### config.mk
export PLATFORM = sky130hd
export DESIGN_NAME = axi_copy_master
export DESIGN_NICKNAME = d
export VERILOG_FILES = /design/src/rtl/axi_copy_master.sv
export SDC_FILE = /design/constraint.sdc
export NUM_CORES = 1
export LEC_CHECK = 0
export BUFFER_PORTS_ARGS = -buffer_cell sky130_fd_sc_hd__buf_2
export CELL_PAD_IN_SITES_DETAIL_PLACEMENT = 0
export CELL_PAD_IN_SITES_GLOBAL_PLACEMENT = 1
export CORE_ASPECT_RATIO = 0.6
export CORE_MARGIN = 5
export CORE_UTILIZATION = 46
export DETAILED_ROUTE_END_ITERATION = 12
export PLACE_DENSITY_LB_ADDON = 0.1
export SYNTH_ARGS = -nofsm -noshare
export SYNTH_HDL_FRONTEND = slang
export SYNTH_SLANG_ARGS = --single-unit
### constraint.sdc
create_clock -name clk -period 7.4 [get_ports clk]
set_input_delay 1.48 -clock clk [delete_from_list [all_inputs] [get_ports clk]]
set_output_delay 1.48 -clock clk [all_outputs]
set_load 0.05 [all_outputs]
### src/rtl/axi_copy_master.sv
// AXI4 memory-to-memory copy engine: one INCR read burst streamed through a small FIFO
// into one INCR write burst of the same length, with a sticky error flag.
module axi_copy_master #(
  parameter int AXI_AWIDTH   = 64,
  parameter int AXI_DWIDTH   = 64,
  parameter int BUF_LOGDEPTH = 3
) (
  input  logic                    clk,
  input  logic                    resetn,
  input  logic [AXI_AWIDTH-1:0]   cmd_src,
  input  logic [AXI_AWIDTH-1:0]   cmd_dst,
  input  logic [7:0]              cmd_len,
  input  logic                    cmd_valid,
  output logic                    cmd_ready,
  output logic                    done,
  output logic                    err,
  output logic [3:0]              m_arid,
  output logic [AXI_AWIDTH-1:0]   m_araddr,
  output logic                    m_arvalid,
  input  logic                    m_arready,
  output logic [7:0]              m_arlen,
  output logic [2:0]              m_arsize,
  output logic [1:0]              m_arburst,
  input  logic [3:0]              m_rid,
  input  logic [AXI_DWIDTH-1:0]   m_rdata,
  input  logic                    m_rvalid,
  output logic                    m_rready,
  input  logic                    m_rlast,
  input  logic [1:0]              m_rresp,
  output logic [3:0]              m_awid,
  output logic [AXI_AWIDTH-1:0]   m_awaddr,
  output logic                    m_awvalid,
  input  logic                    m_awready,
  output logic [7:0]              m_awlen,
  output logic [2:0]              m_awsize,
  output logic [1:0]              m_awburst,
  output logic [3:0]              m_wid,
  output logic [AXI_DWIDTH-1:0]   m_wdata,
  output logic                    m_wvalid,
  input  logic                    m_wready,
  output logic                    m_wlast,
  output logic [AXI_DWIDTH/8-1:0] m_wstrb,
  input  logic [3:0]              m_bid,
  input  logic [1:0]              m_bresp,
  input  logic                    m_bvalid,
  output logic                    m_bready
);

  localparam int BYTES = AXI_DWIDTH / 8;
  localparam int SIZE  = $clog2(BYTES);
  localparam int DEPTH = 1 << BUF_LOGDEPTH;
  localparam logic [AXI_AWIDTH-1:0]   ADDR_MASK = AXI_AWIDTH'(BYTES - 1);
  localparam logic [BUF_LOGDEPTH:0]   FULL_OCC  = (BUF_LOGDEPTH + 1)'(DEPTH);

  typedef enum logic [2:0] {IDLE, ADDR, DATA, RESP, DONE} state_e;
  state_e state_q, state_d;

  logic [AXI_AWIDTH-1:0]   src_q, dst_q;
  logic [7:0]              len_q;
  logic                    ar_done_q, aw_done_q;
  logic [8:0]              rcnt_q, wcnt_q;
  logic                    err_q;
  logic [AXI_DWIDTH-1:0]   buf_q [DEPTH];
  logic [BUF_LOGDEPTH:0]   wptr_q, rptr_q;

  logic                    accept, ar_fire, aw_fire, r_fire, w_fire, b_fire;
  logic                    buf_full, buf_empty, rd_cmp, wr_cmp, err_set;
  logic [8:0]              len_ext;
  logic [BUF_LOGDEPTH:0]   occ;
  logic                    unused_ids;

  assign unused_ids = ^{m_rid, m_bid};

  assign len_ext   = {1'b0, len_q};
  assign occ       = wptr_q - rptr_q;
  assign buf_empty = (wptr_q == rptr_q);
  assign buf_full  = (occ == FULL_OCC);
  assign rd_cmp    = (rcnt_q == len_ext + 9'd1);
  assign wr_cmp    = (wcnt_q == len_ext + 9'd1);

  assign cmd_ready = (state_q == IDLE);
  assign done      = (state_q == DONE);
  assign err       = err_q;

  assign m_arid    = 4'd0;
  assign m_araddr  = src_q & ~ADDR_MASK;
  assign m_arvalid = (state_q == ADDR) && !ar_done_q;
  assign m_arlen   = len_q;
  assign m_arsize  = 3'(SIZE);
  assign m_arburst = 2'b01;

  assign m_awid    = 4'd0;
  assign m_awaddr  = dst_q & ~ADDR_MASK;
  assign m_awvalid = (state_q == ADDR) && !aw_done_q;
  assign m_awlen   = len_q;
  assign m_awsize  = 3'(SIZE);
  assign m_awburst = 2'b01;

  assign m_rready  = (state_q == DATA) && !buf_full;
  assign m_wid     = 4'd0;
  assign m_wvalid  = (state_q == DATA) && !buf_empty && !wr_cmp;
  assign m_wdata   = buf_q[rptr_q[BUF_LOGDEPTH-1:0]];
  assign m_wlast   = (state_q == DATA) && (wcnt_q == len_ext);
  assign m_wstrb   = '1;
  assign m_bready  = (state_q == RESP);

  assign accept  = cmd_valid && cmd_ready;
  assign ar_fire = m_arvalid && m_arready;
  assign aw_fire = m_awvalid && m_awready;
  assign r_fire  = m_rvalid && m_rready;
  assign w_fire  = m_wvalid && m_wready;
  assign b_fire  = m_bvalid && m_bready;

  // rlast must coincide with the beat that completes the burst
  assign err_set = (r_fire && ((m_rresp != 2'b00) || (m_rlast != (rcnt_q == len_ext))))
                || (b_fire && (m_bresp != 2'b00));

  always_comb begin
    state_d = state_q;
    unique case (state_q)
      IDLE:    if (accept) state_d = ADDR;
      ADDR:    if (ar_done_q && aw_done_q) state_d = DATA;
      DATA:    if (rd_cmp && wr_cmp) state_d = RESP;
      RESP:    if (b_fire) state_d = DONE;
      DONE:    state_d = IDLE;
      default: state_d = IDLE;
    endcase
  end

  always_ff @(posedge clk) begin
    if (!resetn) begin
      state_q   <= IDLE;
      src_q     <= '0;
      dst_q     <= '0;
      len_q     <= '0;
      ar_done_q <= 1'b0;
      aw_done_q <= 1'b0;
      rcnt_q    <= '0;
      wcnt_q    <= '0;
      wptr_q    <= '0;
      rptr_q    <= '0;
      err_q     <= 1'b0;
    end else begin
      state_q <= state_d;
      if (accept) begin
        src_q <= cmd_src;
        dst_q <= cmd_dst;
        len_q <= cmd_len;
      end
      if (ar_fire) ar_done_q <= 1'b1;
      if (aw_fire) aw_done_q <= 1'b1;
      if (r_fire) begin
        rcnt_q <= rcnt_q + 9'd1;
        wptr_q <= wptr_q + 1'b1;
      end
      if (w_fire) begin
        wcnt_q <= wcnt_q + 9'd1;
        rptr_q <= rptr_q + 1'b1;
      end
      if (state_q == DONE) begin
        ar_done_q <= 1'b0;
        aw_done_q <= 1'b0;
        rcnt_q    <= '0;
        wcnt_q    <= '0;
      end
      if (accept)       err_q <= 1'b0;
      else if (err_set) err_q <= 1'b1;
    end
  end

  always_ff @(posedge clk) begin
    if (r_fire) buf_q[wptr_q[BUF_LOGDEPTH-1:0]] <= m_rdata;
  end

endmodule

[Yosys cells after proc, flatten, opt, wreduce, memory -nomap -nowiden]
Memories as Yosys holds them, arrays and structs flattened. A register that Yosys moved wholly into a read port is not among the register bits.
Cells that the tools add are included.
Operators by class
  add/subtract/negate cells: 6
  equality and inequality tests: 15
  muxes and demuxes: 9
  bitwise gates (word level): 1
  reduce and logical (&&, ||, !) cells: 29
Operators with widths (number)
  $add A9 B1 Y9 const B: 2
  $eq A9 B8 Y1: 2
  $eq A9 B9 Y1: 2
  $mux W3: 6
  $logic_and A1 B1 Y1: 16
  $pmux W3 S4: 1
  $add A8 B1 Y9 const B: 1
  $add A4 B1 Y4 const B: 2
  $ne A2 B1 Y1 const B: 4
  $eq A3 B2 Y1 const B: 2
  $logic_not A1 Y1: 5
  $eq A4 B4 Y1: 1
  $eq A4 B4 Y1 const B: 1
  $reduce_and A4 Y1: 1
  $reduce_bool A2 Y1: 2
  $reduce_or A2 Y1: 2
  $sub A4 B4 Y4: 1
  $eq A3 B1 Y1 const B: 1
  $eq A3 B3 Y1 const B: 1
  $logic_not A3 Y1: 1
  $logic_or A1 B1 Y1: 2
  $mux W1: 2
  $ne A1 B1 Y1: 1
  $not A1 Y1: 1
Storage, ports and cells
  register bits: 168
  memory bits (writable): 512
  bits of input ports: 221
  output and inout port bits: 247
  logic and storage cells: 72
  memories kept: 1
Memory list
  buf_q: depth 8, width 64, read ports 1, clocked after Yosys merged registers in 1, write ports 1, RTL line 63  | logic [AXI_DWIDTH-1:0] buf_q [DEPTH];

[Logic depth before layout (Yosys ltp)]
Gate-level depths: netlist (run 1).
  word-level depth: 7
  gate-level depth with buffers: 10
  depth with buffers taken out: 8

[Worst setup path after synthesis (run 1)]
OpenSTA, ideal clock, no wires.
  path kind: input-to-reg
  from: input port m_rvalid
  to: memory buf_q[2][0] (enable)
  data arrival time: 6380 ps
  slack: 455 ps
  stages on the path: 4
  buffers on the path: 1
  cells stage by stage: o311a_1 clkbuf_1 nand2_1 nor3_1
On the way
  cells in the longest elaborated chain, start to end: 3
RTL lines
  start, declared: RTL line 26  | input logic m_rvalid,
  $logic_and A1 B1 Y1: RTL line 110  | assign r_fire = m_rvalid && m_rready;
  $mux W1: RTL line 172  | if (r_fire) buf_q[wptr_q[BUF_LOGDEPTH-1:0]] <= m_rdata;
  $mux W1 (implied by the code): RTL line 172
  end, declared: RTL line 63
Every way passes these cells.

==> results of run 1 <==
==> placed cells by master, fill, tap and decap left out, types with 9 or more instances in the layout <==
cell and count:
mux4_2 128, nand3_1 16, conb_1 36, a21oi_1 158
buf_2 417, edfxtp_1 512, mux2_2 64, diode_2 9
nand2_1 291, buf_4 19, bufinv_16 9, clkbuf_16 61
nor3_1 10, xnor2_1 21, dfxtp_1 162, clkinvlp_4 12
nor2_1 18, inv_1 9, or4_1 10
==> Yosys cell counts (3+ instances only) <==
cell / number / area share, %
buf_6: 3 / 0.13
and2_1: 8 / 0.19
buf_4: 46 / 1.3
nand3b_1: 3 / 0.085
o31ai_1: 8 / 0.23
clkbuf_1: 73 / 1.0
nand2b_1: 5 / 0.12
nor3_1: 12 / 0.23
o211ai_1: 4 / 0.11
o21ai_1: 8 / 0.15
buf_2: 12 / 0.23
nand2_1: 292 / 4.1
o21a_1: 3 / 0.085
and3_1: 3 / 0.071
ha_1: 8 / 0.38
mux4_2: 128 / 11
inv_1: 9 / 0.13
mux2_2: 64 / 2.7
edfxtp_1: 512 / 58
xor2_1: 6 / 0.20
a21oi_1: 158 / 3.0
xnor2_1: 21 / 0.69
nand3_1: 16 / 0.30
or3_1: 8 / 0.19
o21ai_0: 7 / 0.13
nand4_1: 7 / 0.17
dfxtp_1: 165 / 12
nor2_1: 24 / 0.34
buf_1: 13 / 0.18
or4_1: 10 / 0.28
a31oi_1: 3 / 0.071
==> how the worst max path moves through the flow <==
stage,endpoint,start,slack [ns],cells after the start
2_1_floorplan,buf_q[2][0]$_DFFE_PP_,m_rvalid,0.46,4
3_3_place_gp,m_wdata[57],flop,3.12,4
6_report,m_wdata[57],flop,2.55,4
3_5_place_dp,m_wdata[57],flop,3.12,4
5_1_grt,m_wdata[57],flop,2.26,4
4_1_cts,m_wdata[57],flop,2.41,4
==> flip-flops by register name, indices dropped and copies added, names as in the netlist, named ones only <==
signal	cells
ar_done_q	1
aw_done_q	1
buf_q	512
dst_q	61
err	1
m_arlen	8
rcnt_q	9
rptr_q	4
src_q	61
state_q	3
wcnt_q	9
wptr_q	4
==> cell families after synthesis <==
| kind of cell | count (synthesis) | share of synthesized area, % |
|---|---|---|
| other | 2 | 0.02836 |
| and+or+nand+nor | 402 | 6.545 |
| xor gates and xnor gates | 28 | 0.9829 |
| muxes | 194 | 13.68 |
| AOI/OAI and AO/OA | 216 | 4.744 |
| buffers and inverters | 159 | 3.095 |
| DFF | 677 | 70.54 |
| adders and majority gates | 8 | 0.3781 |
==> area by class of cell <==
class	count	area (µm²)	area share, %
Antenna cell	9	22.52	0.07207
Inverter	10	40.04	0.1281
Timing Repair Buffer	437	2250	7.199
Tap cell	770	963.4	3.083
Clock inverter	47	556.8	1.782
Clock buffer	69	1556	4.981
Multi-Input combinational cell	884	7173	22.95
Sequential cell	677	18690	59.80
==> where the power goes <==
group	internal, mW	total [mW]	switching (mW)
clock	1.85	3.28	1.43
combinational	0.123	0.521	0.399
sequential	4.12	4.16	0.0370
total	6.09	7.96	1.87
==> worst register-to-register path, stage by stage (launching register included) <==
cell and delay, ns:
dfxtp_1 0.38, inv_1 0.06, ha_1 0.30, nor2b_1 0.14, o21ai_1 0.15, nor3b_1 0.39, o311a_1 0.45, nand2_1 0.31
nor2_4 0.60, buf_4 0.83
==> through the flow <==
stage | util [%] | total power, mW | std cells | cell area, µm² | hold WS (ns)
final | 54.58 | 7.959 | 2903 | 31250 | 0.4520
after global routing | 54.57 | 8.267 | 2902 | 31250 | 0.4732
after CTS | 54.54 | 8.057 | 2894 | 31230 | 0.4533
after detailed placement | 50.85 | 4.766 | 2778 | 29120 | 0.4435
after global placement | 50.85 | 4.757 | 2778 | 29120 | 0.4377
after floorplan | - | 4.606 | 1720 | 26610 | 0.4643
==> routing by layer <==
layer | vias up | share of wire, % | global-route usage [%]
met5 | - | 0.15 | 0
met2 | 319 | 48 | 31.40
met1 | 7739 | 43 | 26.74
met3 | 105 | 6.3 | 5.548
li1 | 7096 | - | -
met4 | 18 | 1.9 | 5.052
==> run_results.csv, run 1 <==
group,metric,value,unit
logic_synthesis,synth_edf_count,512,
sta,final-setup-viol-count,0,
placed_design,port_buffers,417,
die,rows,68,
cts,cts.clk_slew.worst_paths,0.07,ns
cts,clock_latency,0.65,ns
sta,setup_slack,2.552,ns
sta,rsz0062_at_grt,"no",
route,drt-wirelength-per-cell,21.71,µm
cells_and_area,layout-drive-gt1-share,35.55,%
route,initialDrtViolationCount,1045,
critical_path,critPathBufInv,2,
power,vdd_drop_max,0.0001976,V
logic_synthesis,syn_inst,1686,
logic_synthesis,syn_area,0.02648,mm²
logic_synthesis,ys.flop_type,"edfxtp_1",
min_path,hold_path_end,"dst_q[50]$_SDFFE_PN0P_",
die,chipWidth,319.7,µm
placed_design,place_congestion,0.8414,
critical_path,required,5.92,ns
global_route,antenna_found_initial,18,
cells_and_area,area_delta_synth_final,18.03,%
cts,tritoncts,"built",
critical_path,reg2reg_from,"rptr_q[1]$_SDFFE_PN0P_",
status,outcome,"complete, no violations",
critical_path,critPathTopFamily,"flip-flops",
sta,slew_headroom,31.94,%
critical_path,ff2ff_path_depth,9,
cts,cts.sinks,677,
critical_path,endpoint_kind,"primary output",
critical_path,worst-path-max-fanout,44,
sta,hold_viol,0,
critical_path,max_stage_delay,0.94,ns
global_route,grtUsageTotal,19.58,%
die,core,0.05726,mm²
critical_path,path_cells,"buf_4, mux4_2, mux2_2, buf_2",
critical_path,worstSetupPathType,"flop to primary output",
logic_synthesis,syn_area_per_cell,15.70,µm²
critical_path,reg2reg_slack,3.35,ns
die,initial_core_util,46.24,%
route,drtPass1Iterations,5,
critical_path,arrival,3.37,ns
route,vias,15280,
die,die_h,195.8,µm
critical_path,start_kind,"flop",
min_path,hp-class,"flop to flop",
critical_path,cp_slowest_cell,"dfxtp_4",
cells_and_area,num-nets-final,2300,
cts,cts_max_level,2,
cells_and_area,fill_cells,4694,
sta,finalMaxSlewViolations,0,
global_route,grt_pass1_vias,15380,
sta,max_freq,0.2063,GHz
cts,cts_resized,0,
logic_synthesis,ys_ff_latch,677,
route,vias_per_cell,5.262,
placed_design,hpwl,38870,µm
route,postRouteAntennaNets,0,
route,drc,0,
logic_synthesis,seq_area_frac_synth,70.54,%
cts,postCtsSetupBuffers,0,
min_path,hold_depth,2,
power,power.density,254.7,mW/mm²
sta,min_period,4.848,ns
sta,skew,0.02134,ns
placed_design,pre_cts_slack,3.125,ns
job,cap_viol_max_count,0,
die,io_pins,468,
sta,final.setup.tns,0,ns
logic_synthesis,synth_cell_types,69,
sta,worst_slew_pin_slew,1.021,ns
global_route,grt_pass1_wl,94130,µm
global_route,grt_max_degree,88,
min_path,min-delay-start,"dst_q[50]$_SDFFE_PN0P_",
power,p_leak,10.91,nW
logic_synthesis,async_flop_share,0,%
critical_path,r2r_end,"buf_q[6][10]$_DFFE_PP_",
die,die_area,0.06262,mm²
cts,clockBufferDepth,3,
global_route,grt_overflow_total,0,
sta,fin_crit_sh,65.51,%
route,drt_wl_total,63020,µm
cts,cts-root-buf,"clkbuf_16",
cts,holdBufCountCts,0,
logic_synthesis,yosysWarnings,0,
cts,numCtsBuffers,61,
Note: power is estimated with default switching activity, not from simulation.
==> run 2: changes to the inputs <==
clock period = 4.98 ns   (was 7.4 ns; I/O delays follow)
==> run_results.csv, run 2 (synthesized netlist as in run 1, its figures left out) <==
group,metric,value,unit
die,die_h,195.8,µm
sta,final-setup-viol-count,0,
die,chipWidth,319.7,µm
critical_path,path_cells,"ha_1, nand3_1, or3_4, a221o_1, and2_1, buf_2",
power,p_leak,10.88,nW
route,drtPass1Iterations,5,
route,drc,0,
cts,cts_max_level,2,
cells_and_area,layout_common_cells,"512 x edfxtp_1, 417 x buf_2, 291 x nand2_1",
power,vdd_drop_max,0.0002472,V
critical_path,arrival,3.33,ns
status,outcome,"complete, no violations",
critical_path,cp_slowest_cell,"dfxtp_1",
cts,cts_resized,0,
sta,min_period,4.329,ns
min_path,hp-class,"flop to flop",
placed_design,hpwl,39420,µm
sta,slew_headroom,34.72,%
sta,hold_viol,0,
critical_path,worstSetupPathType,"flop to primary output",
cells_and_area,num-nets-final,2304,
global_route,grt_max_degree,93,
die,core,0.05726,mm²
sta,skew,0.02000,ns
route,drt-wirelength-per-cell,21.79,µm
global_route,grtUsageTotal,19.61,%
cts,numCtsBuffers,60,
critical_path,max_stage_delay,0.65,ns
global_route,grt_pass1_vias,15500,
critical_path,ff2ff_path_depth,9,
critical_path,critPathTopFamily,"simple AND/OR/NAND/NOR gates",
die,initial_core_util,46.24,%
cts,cts.sinks,677,
global_route,antenna_found_initial,22,
cells_and_area,largest_register_ffs,512,
die,io_pins,468,
critical_path,endpoint_kind,"primary output",
critical_path,required,3.98,ns
cts,clockBufferDepth,3,
placed_design,place_congestion,0.8583,
global_route,grt_pass1_wl,94810,µm
sta,max_freq,0.2310,GHz
cts,cts.clk_slew.worst_paths,0.06,ns
sta,rsz0062_at_grt,"no",
cts,holdBufCountCts,0,
route,vias,15430,
power,p_sw,2.671,mW
global_route,grt_overflow_total,0,
placed_design,pre_cts_slack,1.316,ns
power,finalPower,11.40,mW
placed_design,port_buffers,417,
cells_and_area,fill_cells,4754,
sta,finalHoldWorstSlack,0.4497,ns
power,p_seq_share,54.2,%
cells_and_area,final_util,54.44,%
sta,worst_slew_pin_slew,0.9792,ns
cts,clock_latency,0.62,ns
power,internal_power,8.724,mW
critical_path,start_kind,"flop",
critical_path,cp_num_cells,6,
die,die_area,0.06262,mm²
cells_and_area,layout-drive-gt1-share,35.04,%
power,power.density,365.5,mW/mm²
cells_and_area,area_delta_synth_final,17.73,%
cells_and_area,final_common_cell,"edfxtp_1",
sta,fin_crit_sh,86.93,%
route,drt_wl_total,63270,µm
cts,tritoncts,"built",
power,clock_power_share,38.9,%
route,vias_per_cell,5.317,
route,postRouteAntennaNets,0,
die,rows,68,
sta,finalMaxSlewViolations,0,
job,cap_viol_max_count,0,
power,pwr-share-comb,6.9,%
critical_path,critPathBufInv,1,
cts,cts-root-buf,"clkbuf_16",
sta,setup_slack,0.6506,ns
critical_path,worst-path-max-fanout,12,
cts,postCtsSetupBuffers,0,
route,initialDrtViolationCount,1126,
min_path,hold_depth,2,
power,switching_share,23.44,%
## run 2: cell count changes in the layout (fill, tap and decap cells not counted), moves of 5 or more
| cell | change |
|---|---|
| buf_12 | +10 |
| buf_4 | -5 |
| bufinv_16 | -5 |
| clkinv_1 | +12 |
| clkinv_2 | +5 |
| clkinv_4 | -5 |
| clkinvlp_4 | -10 |
## run 2: layer usage
layer	up-vias	part of all wire, %	GRT usage (%)
li1	7091	-	-
met1	7860	44	28.07
met2	352	47	30.72
met3	113	5.8	4.547
met4	18	2.3	5.181
met5	-	0.17	0
## run 2: final timing paths
| kind | start | end | slack, ns |
|---|---|---|---|
| setup / recovery | m_arlen[1]$_SDFFE_PN0P_ | m_wvalid | 0.65 |
| hold reg to reg | dst_q[28]$_SDFFE_PN0P_ | dst_q[28]$_SDFFE_PN0P_ | 0.45 |
| hold / removal | dst_q[28]$_SDFFE_PN0P_ | dst_q[28]$_SDFFE_PN0P_ | 0.45 |
| setup reg to reg | wptr_q[0]$_SDFFE_PN0P_ | buf_q[2][3]$_DFFE_PP_ | 1.38 |
## run 2: stage by stage
step	area, µm²	cells	TNS (ns)
2_1_floorplan	26620	1720	-30.69
3_3_place_gp	29290	2783	0
3_5_place_dp	29290	2783	0
4_1_cts	31150	2893	0
5_1_grt	31170	2903	0
6_report	31170	2903	0
## run 2: layout make-up
type / instances / area, µm² / area share, %
timing repair buffer: 442 / 2412 / 7.738
antenna: 10 / 25.02 / 0.08027
clock buffer: 66 / 1524 / 4.889
clock inverter: 44 / 334.1 / 1.072
inverter: 10 / 40.04 / 0.1284
multi-input combinational: 884 / 7186 / 23.05
sequential: 677 / 18690 / 59.95
tap: 770 / 963.4 / 3.091
## run 2: worst min-delay path, delay by kind of cell, from the launching register on
kind | cells | cell delay (ns)
simple gates | 1 | 0.05
flops | 1 | 0.31
compound gates | 1 | 0.05
## run 2: power by group through the flow
stage / clock [mW] / sequential [mW] / combinational (mW)
floorplan: 0 / 6.53 / 0.319
global placement: 0 / 6.30 / 0.775
detailed placement: 0 / 6.30 / 0.788
CTS: 4.55 / 6.18 / 0.789
global route: 4.79 / 6.19 / 0.839
finish: 4.43 / 6.18 / 0.783
